`config.mk`:
```
export PLATFORM = sky130hd
export DESIGN_NAME = avl_rd_delay_pipe
export DESIGN_NICKNAME = d
export VERILOG_FILES = /design/src/rtl/avl_rd_delay_pipe.sv
export SDC_FILE = /design/constraint.sdc
export NUM_CORES = 1
export LEC_CHECK = 0
export BUFFER_PORTS_ARGS = -buffer_cell sky130_fd_sc_hd__clkbuf_2
export CAP_MARGIN = 15
export CORE_MARGIN = 2
export CORE_UTILIZATION = 35
export CTS_BUF_LIST = sky130_fd_sc_hd__clkbuf_4 sky130_fd_sc_hd__clkbuf_8
export CTS_CLUSTER_DIAMETER = 100
export DETAILED_ROUTE_END_ITERATION = 8
export GPL_TIMING_DRIVEN = 0
export SLEW_MARGIN = 20
export SYNTH_ARGS = -nofsm -noshare
export SYNTH_HDL_FRONTEND = slang
export SYNTH_SLANG_ARGS = --single-unit
export TNS_END_PERCENT = 100
```
`constraint.sdc`:
```
create_clock -name clk_i -period 1.6 [get_ports clk_i]
set_input_delay 0.16 -clock clk_i [delete_from_list [all_inputs] [get_ports clk_i]]
set_output_delay 0.16 -clock clk_i [all_outputs]
set_load 0.01 [all_outputs]
```
`src/rtl/avl_rd_delay_pipe.sv`:
```
// Valid+data shift register giving read beats a fixed latency; data only moves with valid,
// so the output holds the last delivered beat between bursts.
module avl_rd_delay_pipe #(
  parameter int unsigned DATA_W = 128,
  parameter int unsigned DEPTH  = 3
) (
  input  logic              clk_i,
  input  logic              rst_ni,
  input  logic              valid_i,
  input  logic [DATA_W-1:0] data_i,
  output logic              valid_o,
  output logic [DATA_W-1:0] data_o
);

  logic [DEPTH-1:0]             valid_q;
  logic [DEPTH-1:0][DATA_W-1:0] data_q;

  always_ff @(posedge clk_i or negedge rst_ni) begin
    if (!rst_ni) begin
      valid_q <= '0;
      data_q  <= '0;
    end else begin
      valid_q[0] <= valid_i;
      if (valid_i) data_q[0] <= data_i;
      for (int i = 1; i < DEPTH; i++) begin
        valid_q[i] <= valid_q[i-1];
        if (valid_q[i-1]) data_q[i] <= data_q[i-1];
      end
    end
  end

  assign valid_o = valid_q[DEPTH-1];
  assign data_o  = data_q[DEPTH-1];

endmodule

```
==> reports/metrics.csv <==
stage,metric,value,unit
yosys,ys async rst share,1.00,
pwr,total power,0.0258,W
die,I/O pin cnt,260,
global_routing,Tot GR Track Use,0.142,
detailed_routing,Remaining DRCs,0,
global_routing,initial antenna violation count,2,
die,Row Count,77,
die,core outline area,43900,sq um
global_routing,M3 GR Usage,0.0499,
pwr,sequential power share,0.464,
critical_path,r2r setup slk,0.25,ns
clock_tree,CTS Buf Count,70,
critical_path,startpoint types,register,
pwr,Clock power frac,0.362,
placed_design,Final GP Congestion,0.712,
critical_path,worst-path fanout max,2,
global_routing,Global Route met1 Usage,0.180,
global_routing,number of global-route vias before repair,9691,
critical_path,WS Path Type,reg2out,
clock_tree,postcts setup bufs,0,
global_routing,GRT overflow,0,
cells_and_area,fraction of layout cells with a size suffix above 1,0.645,
yosys,Synth top area share,0.625,
yosys,Avg Inst Size Synth,16.5,sq um
sta,hold_ws,0.0554,ns
yosys,top-count cell post-synth,dfrtp_1,
sta,Final Hold Viols,0,
global_routing,first-pass GRT wire length,51800,um
cells_and_area,area grow syn2layout,31.5,%
sta,fin crit share,0.895,
worst_hold_path,Hold WC Path Type,in2async,
critical_path,crit path capture type,primary output,
yosys,Post-synth top flop,dfrtp_1,
cells_and_area,final net count,1537,
pwr,Sw Ratio,0.248,
yosys,biggest area consumer among synthesized cells,dfrtp_1,
critical_path,CP top delay family,flip-flops,
yosys,top post-synthesis cells by area,"dfrtp_1 (62%), mux2_2 (28%), buf_4 (6.2%), clkbuf_8 (2.1%), buf_6 (1.3%)",
sta,RSZ-0062 raised after global routing,no,
yosys,Syn. warnings,0,
critical_path,crit path cell chain,buf_4 -> clkbuf_2,
yosys,register area share after synthesis,0.625,
flow_run,max-cap violations,0,
yosys,synthesized cell area,15500,sq um
cells_and_area,Non-Filler Instances,2048,
pwr,Lkg Pwr,9.39,nW
detailed_routing,Routed Antenna Nets,0,
clock_tree,CTS root buffer,clkbuf_8,
clock_tree,CTS tree,done,
placed_design,IO buf count,259,
placed_design,Placed Cells,1796,
detailed_routing,WL final,31700,um
global_routing,GRT Max-Usage Layer,met2,
critical_path,Worst EP arrival,1.27,ns
yosys,Post-Synthesis Net Count,1072,
clock_tree,CTS H-Tree Depth,3,
yosys,Syn Inst Count,941,
die,Initial Util,0.353,
detailed_routing,First DRT Iteration DRCs,327,
clock_tree,clock latency reported for the late side of the worst-skew pair,0.61,ns
detailed_routing,DR pass1 iterations,4,
outcome,outcome,"finished, final reports clean",
global_routing,largest net degree at the start of global routing,92,
sta,Setup Skew,0.0193,ns
sta,Period minus WS final,1.43,ns
sta,final setup fails,0,
critical_path,slowest CP cell,dfrtp_1,
die,full die area,46000,sq um
clock_tree,"Clk pin slew, worst setup/hold paths",0.06,ns
detailed_routing,routed len/inst,15.5,um
detailed_routing,vias,8779,
sta,TNS Setup,0,ns
cells_and_area,fillers,3962,
critical_path,WP buf/inv,2,
sta,worst-margin pin slew,0.472,ns
yosys,Post-synth EDFFs,0,
cells_and_area,Final Util,0.464,
pwr,switching pwr,0.00640,W
pwr,P_int,0.0194,W
clock_tree,# hold bufs at CTS,130,
yosys,Cell variety after synth,5,
sta,"Slew Viols, Final",0,
die,Die W,214,um
global_routing,M2 GR Usage,0.227,
pwr,Max VDD drop,0.000950,V
pwr,Power Density,1260,nW/um^2
placed_design,hpwl dp,20600,um
critical_path,CP required,1.44,ns
clock_tree,post-cts sizing count,0,
critical_path,"slowest stage delay, CP",0.37,ns
clock_tree,clk buf depth,3,
detailed_routing,Vias/cell,4.29,
clock_tree,clock sinks,387,
sta,fmax,698,MHz
pwr,Comb pwr share,0.175,
die,Die Ht,214,um
yosys,top post-synthesis cells by count,"dfrtp_1 (387), mux2_2 (384), buf_4 (128)",
yosys,Yosys reg bits,387,
sta,Slew headroom,0.685,
[per-stage QoR]
stage | setup slack (ns) | cell area, sq um
floorplan | 0.470 | 15500
global placement | -8.26 | 17500
detailed placement | 0.205 | 17700
CTS | 0.0802 | 20400
global route | 0.0626 | 20400
finish | 0.168 | 20400
[final timing paths]
path,startpoint,end,cells after the start
max in group asynchronous,rst_ni,data_q[222],4
setup / recovery,data_o[83],data_o[83],2
hold / removal,rst_ni,data_q[13],2
setup reg to reg,valid_q[1],data_o[42],3
min in group clk_i,valid_i,valid_q[0],2
hold reg to reg,valid_q[0],valid_q[1],0
[power groups by stage]
| stage | sequential [W] | combinational, W | clock, W |
|---|---|---|---|
| 6_report | 0.0120 | 0.00451 | 0.00932 |
| 4_1_cts | 0.0120 | 0.00461 | 0.00976 |
| 3_3_place_gp | 0.0121 | 0.00423 | 0 |
| 5_1_grt | 0.0122 | 0.00488 | 0.0102 |
| 2_1_floorplan | 0.0119 | 0.00293 | 0 |
| 3_5_place_dp | 0.0121 | 0.00433 | 0 |
[sequential cells by signal, indices dropped and copies added (netlist names)]
name / cells
data_q: 256
data_o: 128
valid_q: 3
[per-layer routing]
| metal | vias up | routed length (um) |
|---|---|---|
| met4 | 2 | 640 |
| met3 | 54 | 1960 |
| met5 | - | 16 |
| li1 | 4061 | - |
| met2 | 202 | 15000 |
| met1 | 4460 | 14100 |
[kinds of logic after synthesis]
logic type  Yosys count  synth area share
flops               387             0.625
buf+inv             170            0.0964
mux                 384             0.279
[cell type report]
class | count | area (sq um) | share of cell area
diodes | 1 | 2.50 | 0.000123
plain buffers | 170 | 1490 | 0.0733
repair buffers | 393 | 2720 | 0.133
multi-input cells | 384 | 4320 | 0.212
clock buffers | 108 | 1340 | 0.0659
flip-flops and latches | 387 | 9680 | 0.475
clock inverters | 13 | 78.8 | 0.00387
well taps | 592 | 741 | 0.0363
[cell usage in the layout (no fill, tap or decap), drive strengths merged]
cell         count
dlygate4sd3    130
diode            1
clkbuf         391
mux2           384
buf            150
clkinv           8
dfrtp          387
inv              1
clkinvlp         4
No activity file was read; power rests on OpenSTA's default activity.
